### config.mk
export PLATFORM = sky130hd
export DESIGN_NAME = mem_access_unit
export DESIGN_NICKNAME = d
export VERILOG_FILES = /design/src/rtl/mem_access_unit.sv
export SDC_FILE = /design/constraint.sdc
export NUM_CORES = 1
export LEC_CHECK = 0
export ABC_AREA = 1
export BUFFER_PORTS_ARGS = -buffer_cell sky130_fd_sc_hd__buf_2
export CORE_MARGIN = 2
export CORE_UTILIZATION = 49
export DETAILED_ROUTE_END_ITERATION = 12
export GPL_ROUTABILITY_DRIVEN = 0
export PLACE_DENSITY_LB_ADDON = 0.05
export SYNTH_ARGS = -nofsm -noshare
export SYNTH_HDL_FRONTEND = slang
export SYNTH_SLANG_ARGS = --single-unit
### constraint.sdc
create_clock -name clk -period 4.66 [get_ports clk]
set_input_delay 0.699 -clock clk [delete_from_list [all_inputs] [get_ports clk]]
set_output_delay 0.699 -clock clk [all_outputs]
set_load 0.005 [all_outputs]
### src/rtl/mem_access_unit.sv
// Memory-stage bus access unit: byte enables, store lanes, load extension, alignment checks and stall.
// Optional macro MEM_TIMEOUT_EN aborts a BUSY access after TIMEOUT silent cycles.
module mem_access_unit #(
    parameter int TIMEOUT = 16
) (
    input  logic        clk,
    input  logic        reset,
    input  logic        MemtoRegM,
    input  logic        MemWriteM,
    input  logic [3:0]  DataTypeM,
    input  logic [31:0] ALUResM,
    input  logic [31:0] WriteDataM,
    input  logic        ExcOccurM,
    input  logic [4:0]  ExcCodeM,
    output logic        StallM,
    output logic [31:0] ReadDataM,
    output logic        ExcOccurOut,
    output logic [4:0]  ExcCodeOut,
    output logic [31:0] BadVAddrM,
    output logic        bus_req,
    output logic        bus_we,
    output logic [31:0] bus_addr,
    output logic [3:0]  bus_be,
    output logic [31:0] bus_wdata,
    input  logic        bus_ack,
    input  logic [31:0] bus_rdata,
    input  logic        bus_err
);

    localparam logic [1:0] IDLE = 2'd0;
    localparam logic [1:0] BUSY = 2'd1;
    localparam logic [1:0] DONE = 2'd2;

    logic [1:0]  state;
    logic        isWord, isHalf, isByte, isMem;
    logic        misalign, acc, timeout, busFail;
    logic [3:0]  beNext;
    logic [31:0] wdataNext, rdShift, loadExt;
    logic        errQ;
    logic [31:0] badAddrQ;

    always_comb begin
        isWord   = (DataTypeM == 4'd1);
        isHalf   = (DataTypeM == 4'd2) | (DataTypeM == 4'd3);
        isByte   = (DataTypeM == 4'd4) | (DataTypeM == 4'd5);
        isMem    = (MemtoRegM | MemWriteM) & (isWord | isHalf | isByte);
        misalign = isMem & ((isWord & |ALUResM[1:0]) | (isHalf & ALUResM[0]));
        acc      = isMem & !ExcOccurM & !misalign;
    end

    always_comb begin
        beNext    = 4'b0000;
        wdataNext = WriteDataM;
        unique case (1'b1)
            isWord: beNext = 4'b1111;
            isHalf: begin
                beNext    = 4'b0011 << ALUResM[1:0];
                wdataNext = {2{WriteDataM[15:0]}};
            end
            isByte: begin
                beNext    = 4'b0001 << ALUResM[1:0];
                wdataNext = {4{WriteDataM[7:0]}};
            end
            default: beNext = 4'b0000;
        endcase
    end

    // Halfword lanes are aligned, so one shift serves both byte and half selection.
    always_comb begin
        rdShift = bus_rdata >> {ALUResM[1:0], 3'b000};
        case (DataTypeM)
            4'd2:    loadExt = {16'h0000, rdShift[15:0]};
            4'd3:    loadExt = {{16{rdShift[15]}}, rdShift[15:0]};
            4'd4:    loadExt = {24'h000000, rdShift[7:0]};
            4'd5:    loadExt = {{24{rdShift[7]}}, rdShift[7:0]};
            default: loadExt = bus_rdata;
        endcase
    end

`ifdef MEM_TIMEOUT_EN
    localparam int CntW = $clog2(TIMEOUT + 1);
    logic [CntW-1:0] toCnt;

    assign timeout = (state == BUSY) & (toCnt == CntW'(TIMEOUT - 1))
                   & !bus_ack & !bus_err;

    always_ff @(posedge clk or posedge reset) begin
        if (reset)
            toCnt <= '0;
        else if (state == BUSY)
            toCnt <= toCnt + 1'b1;
        else
            toCnt <= '0;
    end
`else
    assign timeout = 1'b0;
`endif

    assign busFail = bus_err | timeout;

    always_ff @(posedge clk or posedge reset) begin
        if (reset) begin
            state     <= IDLE;
            bus_req   <= 1'b0;
            bus_we    <= 1'b0;
            bus_be    <= 4'b0000;
            bus_wdata <= 32'h0;
            ReadDataM <= 32'h0;
            errQ      <= 1'b0;
            badAddrQ  <= 32'h0;
        end else begin
            case (state)
                IDLE: if (acc) begin
                    state     <= BUSY;
                    bus_req   <= 1'b1;
                    bus_we    <= MemWriteM;
                    bus_be    <= beNext;
                    bus_wdata <= wdataNext;
                end
                BUSY: if (busFail) begin
                    state    <= DONE;
                    bus_req  <= 1'b0;
                    errQ     <= 1'b1;
                    badAddrQ <= ALUResM;
                end else if (bus_ack) begin
                    state   <= DONE;
                    bus_req <= 1'b0;
                    if (MemtoRegM)
                        ReadDataM <= loadExt;
                end
                DONE: begin
                    state    <= IDLE;
                    errQ     <= 1'b0;
                    badAddrQ <= 32'h0;
                end
                default: state <= IDLE;
            endcase
        end
    end

    assign bus_addr = {ALUResM[31:2], 2'b00};
    assign StallM   = (state == IDLE) ? acc : (state == BUSY);

    // Upstream exception beats misalignment, which beats a latched bus error.
    always_comb begin
        ExcOccurOut = ExcOccurM | misalign | errQ;
        if (ExcOccurM)
            ExcCodeOut = ExcCodeM;
        else if (misalign)
            ExcCodeOut = MemWriteM ? 5'd5 : 5'd4;
        else if (errQ)
            ExcCodeOut = 5'd7;
        else
            ExcCodeOut = 5'd0;
        BadVAddrM = (!ExcOccurM && misalign) ? ALUResM : badAddrQ;
    end

endmodule

* Yosys cells after proc, flatten, opt, wreduce, memory -nomap -nowiden
Cells that the tools add are included.
W data, S select, Z words.
** Word-level totals
- Register bits after elaboration :: 105
- Input port bits :: 112
- Output and inout bits :: 141
- Word-level logic and storage cells :: 69
** Operators by class
- Eq/ne operators :: 10
- Shift operators :: 3
- Mux-type cells :: 21
- Bitwise gates (word level) :: 15
- Reductions and logical operators :: 12
** Operator list (number)
- $pmux W32 S2 :: 2
- $pmux W32 S4 :: 1
- $mux W32 :: 2
- $shr A32 B5 Y16 :: 1
- $pmux W4 S3 :: 1
- $eq A4 B2 Y1 const B :: 2
- $eq A4 B3 Y1 const B :: 2
- $or A1 B1 Y1 :: 8
- $and A1 B1 Y1 :: 6
- $mux W1 :: 6
- $mux W2 :: 3
- $mux W3 :: 2
- $reduce_and A2 Y1 :: 3
- $mux W5 :: 1
- $eq A4 B1 Y1 const B :: 1
- $ne A2 B2 Y1 const B :: 2
- $pmux W1 S2 :: 2
- $pmux W2 S2 :: 1
- $reduce_and A4 Y1 :: 1
- $reduce_bool A2 Y1 :: 2
- $shl A1 B2 Y4 const A :: 1
- $shl A2 B2 Y4 const A :: 1
- $ne A3 B3 Y1 const B :: 1
- $reduce_and A3 Y1 :: 1
- other kinds (7) :: 8

* Longest topological paths before layout
- Depth in word-level cells :: 10
- Depth in mapped cells :: 12

* Least setup slack after synthesis
OpenSTA, ideal clock, no wires.
- Kind :: input -> output
- Start :: input DataTypeM[3]
- End :: output BadVAddrM[10]
- Data arrival time :: 1560 ps
- Data required time :: 3961 ps
- Path slack :: 2401 ps
- Stages on the path :: 7
- Path through :: nor2_4 o21ai_2 a21oi_4 nand3_2 buf_6 nand2_1 nand2_1
** Between the ends
- Longest elaborated chain between the ends :: 8
** RTL lines
- start: declaration :: line 10 : input logic [3:0] DataTypeM,
- $eq A4 B2 Y1 :: line 44 : isHalf = (DataTypeM == 4'd2) | (DataTypeM == 4'd3);
- $or A1 B1 Y1 :: line 44
- $or A1 B1 Y1 (2 in series) :: line 46 : isMem = (MemtoRegM | MemWriteM) & (isWord | isHalf | isByte);
- $and A1 B1 Y1 :: line 46
- $and A1 B1 Y1 * :: line 47 : misalign = isMem & ((isWord & |ALUResM[1:0]) | (isHalf & ALUResM[0]));
- $logic_and A1 B1 Y1 * :: line 155 : BadVAddrM = (!ExcOccurM && misalign) ? ALUResM : badAddrQ;
- $mux W32 * :: line 155
- end: declaration :: line 19 : output logic [31:0] BadVAddrM,
Every way passes the cells marked *; elsewhere a longest branch is shown, timed or not.

* Worst setup path in the final report
- Start :: input DataTypeM[1]
- End :: output BadVAddrM[20]
Same word-level chain as after synthesis.

==> results summary <==
The run finished with clean final reports. The top cell types in the final layout, fill and taps aside, are 359 x sky130_fd_sc_hd__nand2_1, 250 x sky130_fd_sc_hd__buf_2, 105 x sky130_fd_sc_hd__dfrtp_1. The worst setup path is of the input pin to primary output kind. The number of antenna diodes in the final layout is 0. The clock passes through at most 2 buffers. The reported max-cap violation count is 0. The number of H-tree branching levels is 3. The number of buffers inserted during clock tree synthesis came out at 9.

The number of different library cells used by synthesis comes to 27. The sum of overflow across all layers after global routing came out at 0. The leakage power total is 4.31 nW. The part of the Yosys area used for sequential elements is 0.429. The standard-cell row count is 40. The relative area change from synthesis to final layout came out at 22.0%. The number of antenna violations at the first check in global routing is 1. The number of vias in the routed layout is 6189. The net switching component of the power came out at 0.000921 W. The overall routed net length is 17500 um.

The number of storage elements in the synthesis netlist is 105. The number of antenna-violating nets in the routed design is 0. After detailed placement, the total cell area comes to 7110 sq um. The number of buffers inserted by port buffering is 250. The fraction of power consumed by sequential logic is 0.424. Setup violations remaining at the end of the flow were counted as 0.

The number of remaining DRC errors came out at 0. The quantity of gates resized following cts is 0. Setup repair after global routing left no endpoint under its margin. The top-level port count came out at 253. The number of buffers inserted by post-CTS setup repair came out at 0.

Dividing the final minimum period by the clock period gives 0.770. The finished cells cover 7480 sq um. The hold-fix buffer count after cts is 0. Ranked by total cell area, the synthesized netlist is headed by sky130_fd_sc_hd__dfrtp_1 43%, sky130_fd_sc_hd__nand2_1 22%, sky130_fd_sc_hd__nand3_1 6.4%. The tightest hold path in the finished design has a slack of 0.464 ns.

The via-per-instance ratio is 5.00. The worst-case clock skew came out at 0.0126 ns. The mean area per synthesized cell is 6.97 sq um. The share of total power in combinational logic is 0.275. Cell internal power was estimated by the tool at 0.00208 W. TritonCTS built the clock tree. The effective utilization at floorplan came out at 0.506. The proportion of power drawn by the clock network came out at 0.301.

The layout cell share with drive strength beyond 1 is 0.281. STA classifies the critical path startpoint as an input pin. STA classifies the critical path endpoint as a primary output. The y dimension of the die came out at 116 um. The area of the placeable core is 12100 sq um. The first-iteration detailed-routing DRC count is 646. The CTS sink count is 105. The net count of the finished layout came out at 1178. Of the total power, the share spent switching nets is 0.307. The minimum clock period after layout is 3.59 ns. The largest vdd supply drop is 190 uV. The required time of the critical path is 3.96 ns. The relative slew slack came out at 0.322. The area of the die is 13400 sq um. The netlist area before placement came out at 6130 sq um.

The share of synthesized area in the top cell type comes to 0.429. The total power per unit cell area is 402 nW/um^2. The highest clock frequency the design can meet is 279 MHz. The HPWL reported at the end of detailed placement is 12500 um. The top fanout value on the critical path is 35. The number of search-and-repair iterations in the first detailed-routing pass is 5. The width of the die came out at 116 um. The data arrival time of the critical path is 2.89 ns. In the final routed layout, each cell accounts on average for 14.1 um. The final hold violation count was 0.

The max-slew violation count came out at 0. The class of the worst hold path is flop to flop. The synthesized instance count is 880. The top cell type by total area after synthesis is sky130_fd_sc_hd__dfrtp_1. The number of global-route vias before repair is 5388. The count of synthesis-stage warnings from yosys is 0.

Leaving out fill and tap cells, the most frequent cell in the layout is sky130_fd_sc_hd__nand2_1. In the global route stage, overall resource usage came out at 0.262. The clock latency at the later pin of the worst-skew pair came out at 0.35 ns.

The pin slew with the least headroom to its limit is 1.02 ns. The root buffer cell is sky130_fd_sc_hd__clkbuf_16. The first-pass GRT wire length is 27600 um. The clock-pin transition on the worst setup and hold timing paths is 0.07 ns. The maximum number of pins on one net before global-route repair is 80.

Setup total negative slack on the finished layout was measured at 0 ns.
worst max-delay path, stage by stage:
cell and delay [ns]:
sky130_fd_sc_hd__buf_2 0.14, sky130_fd_sc_hd__inv_1 0.09, sky130_fd_sc_hd__nand3_2 0.32, sky130_fd_sc_hd__a21oi_4 0.25
sky130_fd_sc_hd__buf_4 0.34, sky130_fd_sc_hd__nand3_2 0.60, sky130_fd_sc_hd__nand2_1 0.24, sky130_fd_sc_hd__nand2_1 0.06
sky130_fd_sc_hd__buf_2 0.13
cell type report:
class / instances / area, sq um
inverter: 65 / 246
sequential: 105 / 2630
clock inverter: 5 / 110
clock buffer: 11 / 253
tap: 168 / 210
fill: 1210 / 4640
multi-input combinational: 628 / 2730
timing repair buffer: 257 / 1300
synth_stat cells:
master                       n
sky130_fd_sc_hd__nand2_1   359
sky130_fd_sc_hd__inv_2       4
sky130_fd_sc_hd__nand4_1    33
sky130_fd_sc_hd__a21boi_0    1
sky130_fd_sc_hd__a21oi_1    17
sky130_fd_sc_hd__a21oi_4     1
sky130_fd_sc_hd__nand3_2     2
sky130_fd_sc_hd__buf_2      22
sky130_fd_sc_hd__o21ai_1     2
sky130_fd_sc_hd__conb_1      1
sky130_fd_sc_hd__nand2_2     6
sky130_fd_sc_hd__clkinv_1    2
sky130_fd_sc_hd__o22ai_1     2
sky130_fd_sc_hd__nor2_1     60
sky130_fd_sc_hd__clkbuf_2    1
sky130_fd_sc_hd__nor2_4      2
sky130_fd_sc_hd__nand3_1    78
sky130_fd_sc_hd__o21ai_2     1
sky130_fd_sc_hd__buf_6       8
sky130_fd_sc_hd__buf_4      38
sky130_fd_sc_hd__dfrtp_1   105
sky130_fd_sc_hd__inv_1      59
sky130_fd_sc_hd__clkbuf_1   14
sky130_fd_sc_hd__o21ai_0    50
sky130_fd_sc_hd__or2_2       8
sky130_fd_sc_hd__nor3_1      3
sky130_fd_sc_hd__nor2_2      1
cells by family (layout without fill, tap and decap cells):
family	after synthesis	count (layout)	synth area share
simple gates	552	552	0.379
buf+inv	148	338	0.128
flops	105	105	0.429
compound gates	74	74	0.0637
other cells	1	2	0.000612
flip-flops by register name (all words and copies together) (netlist names):
register	flops
state	2
bus_req	1
bus_be	4
ReadDataM	32
bus_we	1
bus_wdata	32
errQ	1
badAddrQ	32
layer usage:
metal / up-vias / global-route usage / part of all wire
li1: 3123 / - / -
met1: 2803 / 0.357 / 0.44
met2: 247 / 0.428 / 0.48
met3: 14 / 0.0539 / 0.073
met4: 2 / 0.0706 / 0.0088
met5: - / 0 / 0.00074
power by group through the flow:
stage | registers [W] | clock network, W | logic (W)
global route | 0.00130 | 0.000960 | 0.000948
detailed placement | 0.00129 | 0 | 0.000836
CTS | 0.00127 | 0.000921 | 0.000839
global placement | 0.00129 | 0 | 0.000818
floorplan | 0.00129 | 0 | 0.000430
finish | 0.00127 | 0.000903 | 0.000827
per-stage QoR:
stage	cells	util	setup slack, ns	power, W
CTS	1239	0.617	1.06	0.00303
global route	1239	0.617	0.812	0.00321
floorplan	881	-	1.20	0.00172
finish	1239	0.617	1.07	0.00300
detailed placement	1223	0.587	1.09	0.00212
global placement	1223	0.587	1.18	0.00211
worst paths after layout:
kind,startpoint,endpoint,slack (ns),depth (start not counted)
max,DataTypeM[1],BadVAddrM[20],1.07,9
min,bus_wdata[4],bus_wdata[4],0.46,2
max reg2reg,state[1],ReadDataM[7],2.11,8
min reg2reg,bus_wdata[4],bus_wdata[4],0.46,2
max in group asynchronous,reset,badAddrQ[7],3.13,3
min in group asynchronous,reset,badAddrQ[12],0.57,2
(Power assumes the default switching activity.)
